`src/rtl/lightbike_pkg.sv`:
```
// lightbike_pkg: shared directions, states, winner codes and start-position helpers.
package lightbike_pkg;
  localparam logic [1:0] DIR_UP    = 2'd0;
  localparam logic [1:0] DIR_RIGHT = 2'd1;
  localparam logic [1:0] DIR_DOWN  = 2'd2;
  localparam logic [1:0] DIR_LEFT  = 2'd3;

  localparam logic [1:0] WIN_NONE = 2'b00;
  localparam logic [1:0] WIN_P0   = 2'b01;
  localparam logic [1:0] WIN_P1   = 2'b10;
  localparam logic [1:0] WIN_DRAW = 2'b11;

  typedef enum logic [3:0] {
    S_IDLE, S_CLEAR, S_PLACE0, S_PLACE1, S_WAIT, S_TURN, S_RD0,
    S_RD1, S_CHK, S_WR0, S_WR1, S_COLLIDE, S_DONE
  } state_e;

  function automatic int start_x0(int gb);
    return (1 << gb) / 4;
  endfunction

  function automatic int start_x1(int gb);
    return 3 * (1 << gb) / 4;
  endfunction

  function automatic int start_y(int gb);
    return (1 << gb) / 2;
  endfunction

  // lat bit0 = left pending, bit1 = right pending; both pending cancel out
  function automatic logic [1:0] apply_turn(logic [1:0] dir, logic [1:0] lat);
    return lat == 2'b01 ? dir - 2'd1 : lat == 2'b10 ? dir + 2'd1 : dir;
  endfunction
endpackage

```
`src/rtl/lightbike_step.sv`:
```
// lightbike_step: one-cell move of a bike head, flagging moves off the grid edge.
module lightbike_step
  import lightbike_pkg::*;
#(
  parameter int GRID_BITS = 8
) (
  input  logic [GRID_BITS-1:0] x_i,
  input  logic [GRID_BITS-1:0] y_i,
  input  logic [1:0]           dir_i,
  output logic [GRID_BITS-1:0] x_o,
  output logic [GRID_BITS-1:0] y_o,
  output logic                 oob_o
);
  localparam logic [GRID_BITS-1:0] MAX = '1;

  always_comb begin
    x_o   = dir_i == DIR_RIGHT ? x_i + 1'b1 : dir_i == DIR_LEFT ? x_i - 1'b1 : x_i;
    y_o   = dir_i == DIR_DOWN ? y_i + 1'b1 : dir_i == DIR_UP ? y_i - 1'b1 : y_i;
    oob_o = (dir_i == DIR_UP && y_i == '0) || (dir_i == DIR_DOWN && y_i == MAX) ||
            (dir_i == DIR_LEFT && x_i == '0) || (dir_i == DIR_RIGHT && x_i == MAX);
  end
endmodule

```
`src/rtl/lightbike_game_ctrl.sv`:
```
// lightbike_game_ctrl: game sequencer owning the occupancy grid RAM;
// clears the grid, steps both bikes per tick, detects collisions and reports the winner.
module lightbike_game_ctrl
  import lightbike_pkg::*;
#(
  parameter int GRID_BITS = 8,
  parameter int CNT_W     = 16
) (
  input  logic                   Clk_i,
  input  logic                   Reset_i,
  input  logic                   Start_i,
  input  logic                   Ack_i,
  input  logic                   Tick_i,
  input  logic                   P0_Left_i,
  input  logic                   P0_Right_i,
  input  logic                   P1_Left_i,
  input  logic                   P1_Right_i,
  output logic [2*GRID_BITS-1:0] Grid_Addr_o,
  output logic                   Grid_We_o,
  output logic                   Grid_Wdata_o,
  input  logic                   Grid_Rdata_i,
  output logic                   q_I_o,
  output logic                   q_Straight_o,
  output logic                   q_Turning_o,
  output logic                   q_Collision_o,
  output logic                   q_Done_o,
  output logic [1:0]             Winner_o,
  output logic [CNT_W-1:0]       Move_Count_o,
  output logic [GRID_BITS-1:0]   P0_X_o,
  output logic [GRID_BITS-1:0]   P0_Y_o,
  output logic [GRID_BITS-1:0]   P1_X_o,
  output logic [GRID_BITS-1:0]   P1_Y_o
);
  localparam int G = GRID_BITS;

  state_e         state_q;
  logic [1:0]     dir0_q, dir1_q, dir0_d, dir1_d;
  logic [1:0]     lat0_q, lat1_q, lat0_d, lat1_d;
  logic [G-1:0]   n0x_q, n0y_q, n1x_q, n1y_q;
  logic [G-1:0]   s0x, s0y, s1x, s1y;
  logic           s0_oob, s1_oob, oob0_q, oob1_q, hit0_q, crash0_q, crash1_q;
  logic           lat_en, same, c0, c1;

  lightbike_step #(.GRID_BITS(G)) u_step0 (
    .x_i(P0_X_o), .y_i(P0_Y_o), .dir_i(dir0_d), .x_o(s0x), .y_o(s0y), .oob_o(s0_oob)
  );
  lightbike_step #(.GRID_BITS(G)) u_step1 (
    .x_i(P1_X_o), .y_i(P1_Y_o), .dir_i(dir1_d), .x_o(s1x), .y_o(s1y), .oob_o(s1_oob)
  );

  always_comb begin
    dir0_d = apply_turn(dir0_q, lat0_q);
    dir1_d = apply_turn(dir1_q, lat1_q);
    lat_en = !(state_q inside {S_IDLE, S_CLEAR});
    lat0_d = lat_en ? ((state_q == S_TURN ? 2'b00 : lat0_q) | {P0_Right_i, P0_Left_i}) : 2'b00;
    lat1_d = lat_en ? ((state_q == S_TURN ? 2'b00 : lat1_q) | {P1_Right_i, P1_Left_i}) : 2'b00;
    same   = {n0y_q, n0x_q} == {n1y_q, n1x_q} && !oob0_q && !oob1_q;
    c0     = oob0_q | hit0_q | same;
    c1     = oob1_q | Grid_Rdata_i | same;
  end

  assign q_I_o         = state_q inside {S_IDLE, S_CLEAR, S_PLACE0, S_PLACE1};
  assign q_Straight_o  = state_q == S_WAIT;
  assign q_Turning_o   = state_q inside {S_TURN, S_RD0, S_RD1, S_CHK, S_WR0, S_WR1};
  assign q_Collision_o = state_q == S_COLLIDE;
  assign q_Done_o      = state_q == S_DONE;

  always_ff @(posedge Clk_i or posedge Reset_i) begin
    if (Reset_i) begin
      state_q      <= S_IDLE;
      Grid_Addr_o  <= '0;
      Grid_We_o    <= 1'b0;
      Grid_Wdata_o <= 1'b0;
      Winner_o     <= WIN_NONE;
      Move_Count_o <= '0;
      P0_X_o       <= '0;
      P0_Y_o       <= '0;
      P1_X_o       <= '0;
      P1_Y_o       <= '0;
      dir0_q       <= DIR_UP;
      dir1_q       <= DIR_UP;
      lat0_q       <= '0;
      lat1_q       <= '0;
      n0x_q        <= '0;
      n0y_q        <= '0;
      n1x_q        <= '0;
      n1y_q        <= '0;
      oob0_q       <= 1'b0;
      oob1_q       <= 1'b0;
      hit0_q       <= 1'b0;
      crash0_q     <= 1'b0;
      crash1_q     <= 1'b0;
    end else begin
      lat0_q <= lat0_d;
      lat1_q <= lat1_d;
      case (state_q)
        S_IDLE: if (Start_i) begin
          state_q      <= S_CLEAR;
          Move_Count_o <= '0;
          Winner_o     <= WIN_NONE;
          P0_X_o       <= G'(start_x0(G));
          P0_Y_o       <= G'(start_y(G));
          P1_X_o       <= G'(start_x1(G));
          P1_Y_o       <= G'(start_y(G));
          dir0_q       <= DIR_RIGHT;
          dir1_q       <= DIR_LEFT;
          Grid_Addr_o  <= '0;
          Grid_We_o    <= 1'b1;
          Grid_Wdata_o <= 1'b0;
        end
        S_CLEAR: if (&Grid_Addr_o) begin
          state_q      <= S_PLACE0;
          Grid_Addr_o  <= {P0_Y_o, P0_X_o};
          Grid_Wdata_o <= 1'b1;
        end else Grid_Addr_o <= Grid_Addr_o + 1'b1;
        S_PLACE0: begin
          state_q     <= S_PLACE1;
          Grid_Addr_o <= {P1_Y_o, P1_X_o};
        end
        S_PLACE1: begin
          state_q   <= S_WAIT;
          Grid_We_o <= 1'b0;
        end
        S_WAIT: if (Tick_i) state_q <= S_TURN;
        S_TURN: begin
          state_q     <= S_RD0;
          dir0_q      <= dir0_d;
          dir1_q      <= dir1_d;
          n0x_q       <= s0x;
          n0y_q       <= s0y;
          n1x_q       <= s1x;
          n1y_q       <= s1y;
          oob0_q      <= s0_oob;
          oob1_q      <= s1_oob;
          Grid_Addr_o <= {s0y, s0x};
        end
        S_RD0: begin
          state_q     <= S_RD1;
          Grid_Addr_o <= {n1y_q, n1x_q};
        end
        S_RD1: begin
          state_q <= S_CHK;
          hit0_q  <= Grid_Rdata_i;
        end
        S_CHK: begin
          crash0_q <= c0;
          crash1_q <= c1;
          if (!c0 && !c1) begin
            state_q     <= S_WR0;
            Grid_Addr_o <= {n0y_q, n0x_q};
            Grid_We_o   <= 1'b1;
          end else state_q <= S_COLLIDE;
        end
        S_WR0: begin
          state_q     <= S_WR1;
          Grid_Addr_o <= {n1y_q, n1x_q};
        end
        S_WR1: begin
          state_q      <= S_WAIT;
          Grid_We_o    <= 1'b0;
          P0_X_o       <= n0x_q;
          P0_Y_o       <= n0y_q;
          P1_X_o       <= n1x_q;
          P1_Y_o       <= n1y_q;
          Move_Count_o <= &Move_Count_o ? Move_Count_o : Move_Count_o + 1'b1;
        end
        S_COLLIDE: begin
          state_q  <= S_DONE;
          Winner_o <= {crash0_q, crash1_q};
        end
        S_DONE: if (Ack_i) state_q <= S_IDLE;
        default: state_q <= S_IDLE;
      endcase
    end
  end
endmodule
```
`config.mk`:
```
export PLATFORM = sky130hd
export DESIGN_NAME = lightbike_game_ctrl
export DESIGN_NICKNAME = d
export VERILOG_FILES = /design/src/rtl/lightbike_pkg.sv /design/src/rtl/lightbike_step.sv /design/src/rtl/lightbike_game_ctrl.sv
export SDC_FILE = /design/constraint.sdc
export NUM_CORES = 1
export LEC_CHECK = 0
export CORE_UTILIZATION = 35
export DETAILED_ROUTE_END_ITERATION = 8
export PLACE_DENSITY = 0.66
export SYNTH_ARGS = -nofsm -noshare
export SYNTH_HDL_FRONTEND = slang
export SYNTH_SLANG_ARGS = --single-unit
export TNS_END_PERCENT = 5
```
`constraint.sdc`:
```
create_clock -name Clk_i -period 3.73 [get_ports Clk_i]
set_clock_uncertainty 0.05 [all_clocks]
set_input_delay 0.373 -clock Clk_i [delete_from_list [all_inputs] [get_ports Clk_i]]
set_output_delay 0.373 -clock Clk_i [all_outputs]
set_load 0.05 [all_outputs]
```
Yosys cells after proc, flatten, opt, wreduce, memory -nomap -nowiden --
Cells that the tools add are included.
Word-level totals: register bits after elaboration 117, bits in latches 0, RAM bits 0, memory bits (read-only) 0, input port bits 10, output and inout bits 73, logic and storage cells 171, memories 0
Operators by class: add/subtract/negate cells 14, $mul 0, div/mod/pow operators 0, magnitude comparators 0, eq/ne operators 33, shift-type cells 0, muxes and demuxes 47, bitwise operators 6, reduce and logical (&&, ||, !) cells 48
Operators by type and width (count):
- $pmux W16 S6 | 1
- $mux W8 | 11
- $mux W16 | 4
- $pmux W8 S2 | 4
- $pmux W4 S12 | 1
- $add A16 B1 Y16 const B | 2
- $add A8 B1 Y8 const B | 4
- $eq A8 B8 Y1 const B | 4
- $logic_not A8 Y1 | 4
- $pmux W16 S2 | 1
- $reduce_and A16 Y1 | 2
- $sub A8 B1 Y8 const B | 4
- $mux W2 | 12
- $eq A4 B4 Y1 const B | 5
- $eq A16 B16 Y1 | 1
- $eq A4 B3 Y1 const B | 4
- $mux W4 | 4
- $eq A2 B2 Y1 const B | 6
- $pmux W2 S2 | 3
- $reduce_and A3 Y1 | 4
- $reduce_bool A6 Y1 | 2
- $logic_and A1 B1 Y1 | 11
- $eq A2 B1 Y1 const B | 4
- $eq A4 B2 Y1 const B | 2
- other kinds (20) | 48

Logic depth before layout (Yosys ltp) --
Gate-level depths: netlist (run 1).
depth in word-level cells 8, gate-level depth with buffers 11, mapped depth without buffers 9

Modules after synthesis --
A second synthesis (run 1) with hierarchy kept.
Second synthesis, totals: cell total of the unflattened synthesis 911, area, all modules 7571.0 um2
Modules (own cells, without submodules):
- lightbike_game_ctrl | times used 1, cells an instance 739, area an instance 6391.1 um2, seq. area each 2927.8 um2
- lightbike_step at u_step1 | times used 1, cells an instance 87, area an instance 591.8 um2, seq. area each 0.0 um2
- lightbike_step at u_step0 | times used 1, cells an instance 85, area an instance 588.1 um2, seq. area each 0.0 um2

Least setup slack after synthesis (run 1) --
OpenSTA, ideal clock, no wires.
path kind register -> register, start register Grid_Addr_o[0], end register Grid_Addr_o[7], library setup time 0.121 ns, data arrival time 2.354 ns, required time 3.559 ns, slack 1.205 ns, cell stages (with the launch flop) 10, path buffers 2, period minus slack after synthesis 2.525 ns, cells stage by stage dfrtp_1 > ha_1 > nand3_1 > nor4_1 > nand2b_1 > clkbuf_1 > clkbuf_1 > o211ai_1 > o211ai_1 > a22o_1
Between the ends: cells in the longest elaborated chain, start to end 3, elaborated cells between the ends (all ways) 4, those cells by class add/sub (1); mux (2); reduce/logical (1)
RTL lines:
- start: declaration | line lightbike_game_ctrl.sv:18 | output logic [2*GRID_BITS-1:0] Grid_Addr_o,
- start signal: assignment | line lightbike_game_ctrl.sv:113 | Grid_Addr_o <= {P0_Y_o, P0_X_o};
- start signal: assignment | line lightbike_game_ctrl.sv:115 | end else Grid_Addr_o <= Grid_Addr_o + 1'b1;
- start signal: assignment | line lightbike_game_ctrl.sv:118 | Grid_Addr_o <= {P1_Y_o, P1_X_o};
- $add A16 B1 Y16 / $reduce_and A16 Y1 (equally long branches) | line lightbike_game_ctrl.sv:115, lightbike_game_ctrl.sv:111
- $mux W16 * | line lightbike_game_ctrl.sv:111 | S_CLEAR: if (&Grid_Addr_o) begin
- $pmux W16 S6 * | line lightbike_game_ctrl.sv:96 | case (state_q)
Mark *: on every way between the ends. The rest lies on a longest branch, timed or not. A chain may end at the register's enable or synchronous reset.

Worst setup path in the final report (run 1) --
start register state_q[3], end output q_Collision_o
Between the ends: cells in the longest elaborated chain, start to end 1
RTL lines:
- start: declaration | line lightbike_game_ctrl.sv:36 | state_e state_q;
- start signal: assignment | line lightbike_game_ctrl.sv:70 | state_q <= S_IDLE;
- start signal: assignment | line lightbike_game_ctrl.sv:98 | state_q <= S_CLEAR;
- start signal: assignment | line lightbike_game_ctrl.sv:112 | state_q <= S_PLACE0;
- $eq A4 B4 Y1 | line lightbike_game_ctrl.sv:65 | assign q_Collision_o = state_q == S_COLLIDE;
- end: declaration | line lightbike_game_ctrl.sv:25 | output logic q_Collision_o,
Every way passes these cells.

==> results by group, run 1 <==
STA
  – Final min period: 3.10 ns
  – Setup-failing EPs final: 0
  – Worst setup margin: 0.631 ns
  – Final Hold Fails: 0
  – Worst Max-Slew Pin Slew: 0.877 ns
  – RSZ-0062 raised after global routing: false
  – Fin. max-slew vios: 0
  – Setup_tns: 0 ns
  – Period Utilization, post-route: 83.1%
  – FMAX: 323 MHz
  – Relative slew margins: 41.2%

Floorplanning
  – Core area: 0.0205 mm2
  – Top Ports: 83
  – Die X-Extent: 148 um
  – Full die area: 0.0218 mm2
  – Die height: 148 um
  – Row cnt: 52
  – Initial Utilization: 36.2%

Drt
  – First-pass DRT Iterations: 8
  – Iteration-0 DRC Markers: 725
  – Via count: 6,832
  – WL final: 22,300 um
  – WL/cell: 18.2 um
  – Post-route ant nets: 0
  – Remaining DRCs: 0
  – Vias per cell: 5.57

Setup path
  – Crit path required time: 3.31 ns
  – Crit. End Element: output port
  – CP startpoint: state_q[3]
  – CP delay by family, top: buffers and inverters
  – Critical Path Source Type: flop
  – Crit Path Class: flop to output port
  – CP max FO: 19
  – Arrival @ worst endpoint: 2.68 ns
  – CP peak stage delay: 0.86 ns
  – Worst R2R Start: state_q[3]
  – Slowest cell on crit path: clkdlybuf4s50_1
  – Buf+Inv Stages, Crit Path: 1
  – Cells along the critical path: nand2b_1 -> nor2_1 -> clkdlybuf4s50_1

GRT
  – Remaining Overflow, GRT: 0
  – Vias in the first global route: 6,297
  – Initial antenna violation count: 0
  – Gr usage total: 21.2%
  – Pin count of the biggest net entering global routing: 43
  – Global-route wire length before repair: 35,500 um

Synth
  – Post-Syn Area per Cell: 8.31 um2
  – Synth cell types: 67
  – Mapped Area: 0.00742 mm2
  – Syn Nets: 916
  – Top-count cell post-synth: nand2_1
  – #FFs+latches synth: 117
  – Sequential-to-total area share from yosys stat: 39.5%
  – Cells after Synth: 893
  – Warnings from Yosys: 0
  – Synth area leader: dfrtp_1
  – Synth top cells by count: nand2_1, dfrtp_1, o21ai_0, nor2_1
  – Post-synth EDFFs: 0
  – Top post-synthesis cells by area: dfrtp_1, nand2_1, o21ai_0
  – Top cell type's share of synthesized area: 39.5%
  – Asr flop ratio synth: 100%
  – Post-synth top flop: dfrtp_1

Finish
  – Ant. Diodes: 0
  – Register Area: 0.00293 mm2
  – Fill cells: 2,040
  – Design Area, Final: 0.00903 mm2
  – Final-stage net count: 968
  – Util after Layout: 44.1%
  – Area Overhead vs Synth: 21.8%
  – Layout cells sized above 1: 5.96%
  – Area occupied by multi-input gates: 0.00418 mm2
  – Largest registers: Grid_Addr_o x16, Move_Count_o x16

CTS
  – CTS buffer count: 17
  – Num Clock Sinks: 117
  – CTS tree: done
  – Clock-pin transition on the worst setup and hold timing paths: 0.06 ns
  – Clock Latency Late Sink: 0.43 ns
  – Clock tree buffer depth: 2
  – Post-cts sizing count: 0
  – Hold buffer count at CTS: 0
  – Clk Tree Root Cell: clkbuf_16
  – H-tree depth reported by CTS: 4
  – Post-CTS Setup Inserts: 0

Status
  – Status: finished clean

Placement
  – Port Buffers: 82
  – Post-DP HPWL: 16,000 um
  – GPL Wtd Cong: 0.886
  – Area after DPL: 0.00843 mm2
  – Pre-CTS setup slack: 0.688 ns

Job
  – Max_cap viols: 0

Pwr
  – Pwr Density: 1040 mW/mm2
  – Leakage power: 0.00377 uW
  – VDD IR max: 0.414 mV

Min path
  – HP Class: input port to asynchronous set/reset pin
-- power breakdown --
part | internal, uW | total (uW) | leakage [uW] | switching, uW
clock | 1090 | 1680 | 0.000287 | 594
combinational | 1870 | 4940 | 0.00197 | 3070
sequential | 1760 | 2780 | 0.00151 | 1010
-- worst reg2reg max path, cell delays in order (launching register included) --
cell and delay, ns:
dfrtp_1 0.70, nand2b_1 0.35, nor3_4 0.19, buf_4 0.23, nand4_1 0.12, nor4_2 0.59, or3_1 0.54, a221o_1 0.24
-- metrics by stage --
| stage | power, uW | hold slack (ns) | std cells |
|---|---|---|---|
| after floorplan | 6180 | 0.395 | 893 |
| after global routing | 10000 | 0.338 | 1226 |
| after global placement | 7640 | 0.437 | 1196 |
| final | 9400 | 0.269 | 1226 |
| after detailed placement | 7680 | 0.446 | 1196 |
| after CTS | 9390 | 0.302 | 1226 |
-- metal layers --
| metal | share of wire (%) | GRT usage (%) |
|---|---|---|
| met1 | 46 | 30.1 |
| met2 | 45 | 31.9 |
| met3 | 7.0 | 4.44 |
| met4 | 2.3 | 7.32 |
| met5 | 0 | 0 |
-- placed cells by master (no fill, tap or decap), types with 17 or more instances in the layout --
master,Yosys,routed
clkbuf_16,0,17
dfrtp_1,117,117
nand3_1,47,47
a21oi_1,31,31
xnor2_1,33,33
xor2_1,35,35
nand2_1,166,166
clkdlybuf4s50_1,0,82
inv_1,18,17
o21ai_0,68,68
o211ai_1,17,17
nor2_1,65,64
-- cells by family after synthesis --
group	synth area share [%]
flip-flops	39.5
adder cells (fa/ha/maj)	2.19
multiplexers	1.65
AND/OR/NAND/NOR	24.7
buffers and inverters	4.35
AO/OA/AOI/OAI	19.1
XOR/XNOR	8.57
-- path summary, 6_finish.rpt --
path	endpoint	slack [ns]	depth (start not counted)
max reg2reg	Grid_Addr_o[10]	0.65	7
min in group Clk_i	Winner_o[1]	0.45	2
min	P1_Y_o[5]	0.27	2
max in group asynchronous	P0_X_o[3]	2.48	3
min reg2reg	Winner_o[1]	0.45	2
max	q_Collision_o	0.63	3
-- area by class of cell --
| cell class | instances | area share, % |
|---|---|---|
| clock buffer | 21 | 5.21 |
| timing repair buffer | 95 | 10.2 |
| tap | 270 | 3.74 |
| inverter | 18 | 0.776 |
| clock inverter | 9 | 1.41 |
| sequential | 117 | 32.4 |
| multi-input combinational | 696 | 46.3 |
Note: power is estimated with default switching activity, not from simulation.
==> run 2: changes to the inputs <==
==> constraint.sdc (replaced) <==
create_clock -name Clk_i -period 2.73 [get_ports Clk_i]
set_clock_uncertainty 0.05 [all_clocks]
set_input_delay 0.273 -clock Clk_i [delete_from_list [all_inputs] [get_ports Clk_i]]
set_output_delay 0.273 -clock Clk_i [all_outputs]
set_load 0.05 [all_outputs]
==> results by group, run 2 (synthesis results as in run 1) <==
CTS
  – Hold buffer count at CTS: 0 (unchanged)
  – CTS tree: done
  – CTS buffer count: 17 (unchanged)
  – Clock tree buffer depth: 2 (unchanged)
  – Post-CTS Setup Inserts: 0 (unchanged)
  – Clock Latency Late Sink: 0.43 ns (about the same)
  – Num Clock Sinks: 117 (unchanged)
  – Clock-pin transition on the worst setup and hold timing paths: 0.06 ns (about the same)
  – Clk Tree Root Cell: clkbuf_16
  – H-tree depth reported by CTS: 4 (unchanged)

Finish
  – Largest registers: Grid_Addr_o x16, Move_Count_o x16
  – Most frequent cells in the layout: nand2_1, dfrtp_1, clkdlybuf4s50_1, o21ai_0, nor2_1
  – Area Overhead vs Synth: 25.0%
  – Fill cells: 2,012 (-1.4%)
  – Ant. Diodes: 0 (unchanged)
  – Register Area: 0.00293 mm2 (about the same)
  – Final-stage net count: 991 (+2.4%)
  – Area occupied by multi-input gates: 0.00418 mm2 (about the same)
  – Util after Layout: 45.3% (+1.2 points)
  – Most common cell after layout, fill and taps aside: nand2_1
  – Layout cells sized above 1: 8.66% (+2.7 points)

Floorplanning
  – Initial Utilization: 36.2% (unchanged)
  – Core area: 0.0205 mm2 (unchanged)
  – Full die area: 0.0218 mm2 (unchanged)
  – Row cnt: 52 (unchanged)
  – Top Ports: 83 (unchanged)
  – Die X-Extent: 148 um (unchanged)
  – Die height: 148 um (unchanged)

Placement
  – GPL Wtd Cong: 0.928 (+4.8%)
  – Port Buffers: 82 (unchanged)
  – Post-DP HPWL: 16,600 um (+3.7%)

STA
  – Setup-failing EPs final: 0 (unchanged)
  – Period Utilization, post-route: 95.9%
  – Worst Hold Margin: 0.221 ns (-0.0477 ns)
  – Fin. max-slew vios: 0 (unchanged)
  – FMAX: 382 MHz
  – Setup_tns: 0 ns (unchanged)
  – Final Hold Fails: 0 (unchanged)
  – RSZ-0062 raised after global routing: false
  – Final min period: 2.62 ns
  – Relative slew margins: 39.9% (-1.3 points)
  – Worst Max-Slew Pin Slew: 0.879 ns (+0.00197 ns)

Setup path
  – CP startpoint: dir0_q[0]
  – Crit path required time: 3.03 ns (-0.28 ns)
  – Crit Path Class: flop to flop
  – Cells along the critical path: buf_4 -> nand2b_1 -> mux2_2 -> nor3b_1 -> a2111oi_0 -> a211oi_1 -> o21ai_0 -> a22o_1
  – Critical Path Source Type: flop
  – Crit path depth: 8 (+5)
  – CP delay by family, top: compound AO/OA/AOI/OAI gates
  – R2R Path End: Grid_Addr_o[1]
  – CP peak stage delay: 0.77 ns (-0.09 ns)
  – Crit. End Element: flop
  – Reg2Reg Depth: 8 (+1)
  – Slowest cell on crit path: a2111oi_0
  – Buf+Inv Stages, Crit Path: 1 (unchanged)
  – R2r setup slk: 0.11 ns (-0.54 ns)
  – CP max FO: 9 (-10)
  – Arrival @ worst endpoint: 2.92 ns (+0.24 ns)
  – Worst R2R Start: dir0_q[0]

GRT
  – Gr usage total: 21.8% (+0.62 points)
  – Remaining Overflow, GRT: 0 (unchanged)
  – Vias in the first global route: 6,542 (+3.9%)
  – Global-route wire length before repair: 36,700 um (+3.2%)
  – Initial antenna violation count: 0 (unchanged)
  – Pin count of the biggest net entering global routing: 62 (+44%)

Pwr
  – Pwr Density: 1430 mW/mm2 (+37%)
  – Leakage power: 0.00391 uW (+3.7%)
  – Total power: 13,300 uW (+41%)
  – VDD IR max: 0.537 mV (+30%)

Job
  – Max_cap viols: 0 (unchanged)

Drt
  – WL final: 23,100 um (+3.7%)
  – Via count: 7,010 (+2.6%)
  – Post-route ant nets: 0 (unchanged)
  – Remaining DRCs: 0 (unchanged)
  – First-pass DRT Iterations: 6 (-2)
  – Iteration-0 DRC Markers: 647 (-11%)
  – Vias per cell: 5.60 (+0.55%)
  – WL/cell: 18.5 um (+1.7%)

Status
  – Status: finished clean

Min path
  – HP Class: input port to asynchronous set/reset pin
==> run 2: cell types whose count changed in the layout (fill, tap and decap cells not counted), sizes merged <==
cell           before  now
buf                13   37
bufinv              3    4
clkbuf             21   18
clkdlybuf4s50      82   80
clkinv              3    6
clkinvlp            3    4
dlygate4sd2         0    1
==> run 2: repair_timing <==
item / CTS / global route
gates cloned: 0 / 0
hold endpoints to repair: 0 / 0
gates resized for setup: 1 / 3
setup endpoints to repair: 1 / 3
pin swaps: 0 / 0
==> run 2: how the worst max path moves through the flow <==
stage,end,slack (ns)
after detailed placement,Grid_Addr_o[1],0.13
after floorplan,Grid_Addr_o[7],0.21
after global routing,Grid_Addr_o[1],0.02
after global placement,Grid_Addr_o[1],0.14
after CTS,q_Turning_o,0.10
final,Grid_Addr_o[1],0.11
==> run 2: per-stage QoR <==
| step | area (um2) | cells | worst slack (ns) |
|---|---|---|---|
| 6_report | 9270 | 1251 | 0.111 |
| 5_1_grt | 9270 | 1251 | 0.0183 |
| 4_1_cts | 9270 | 1251 | 0.100 |
| 3_5_place_dp | 8630 | 1219 | 0.130 |
| 3_3_place_gp | 8630 | 1219 | 0.140 |
| 2_1_floorplan | 7420 | 893 | 0.205 |
==> run 2: area by class of cell <==
type                       count  share of cell area (%)
sequential                   117                    31.6
inverter                      18                   0.769
clock inverter                14                    2.20
timing repair buffer         118                    12.1
multi-input combinational    696                    45.0
clock buffer                  18                    4.63
tap                          270                    3.64
==> run 2: layer usage <==
metal	global-route usage [%]	up-vias	wire, um
li1	-	3328	-
met1	31.3	3343	10600
met2	32.4	304	10300
met3	4.20	35	1740
met4	8.20	0	482
met5	0	-	0
==> run 2: power breakdown <==
part	total (uW)	switching (uW)	leakage (uW)	internal [uW]
sequential	3620	1210	0.00151	2410
combinational	7260	4510	0.00211	2740
clock	2390	854	0.000297	1540
==> run 2: worst reg2reg max path, stage by stage (launching register included) <==
cell and delay (ns):
dfrtp_1 0.51, buf_4 0.22, nand2b_1 0.10, mux2_2 0.31, nor3b_1 0.14, a2111oi_0 0.77
a211oi_1 0.13, o21ai_0 0.16, a22o_1 0.17
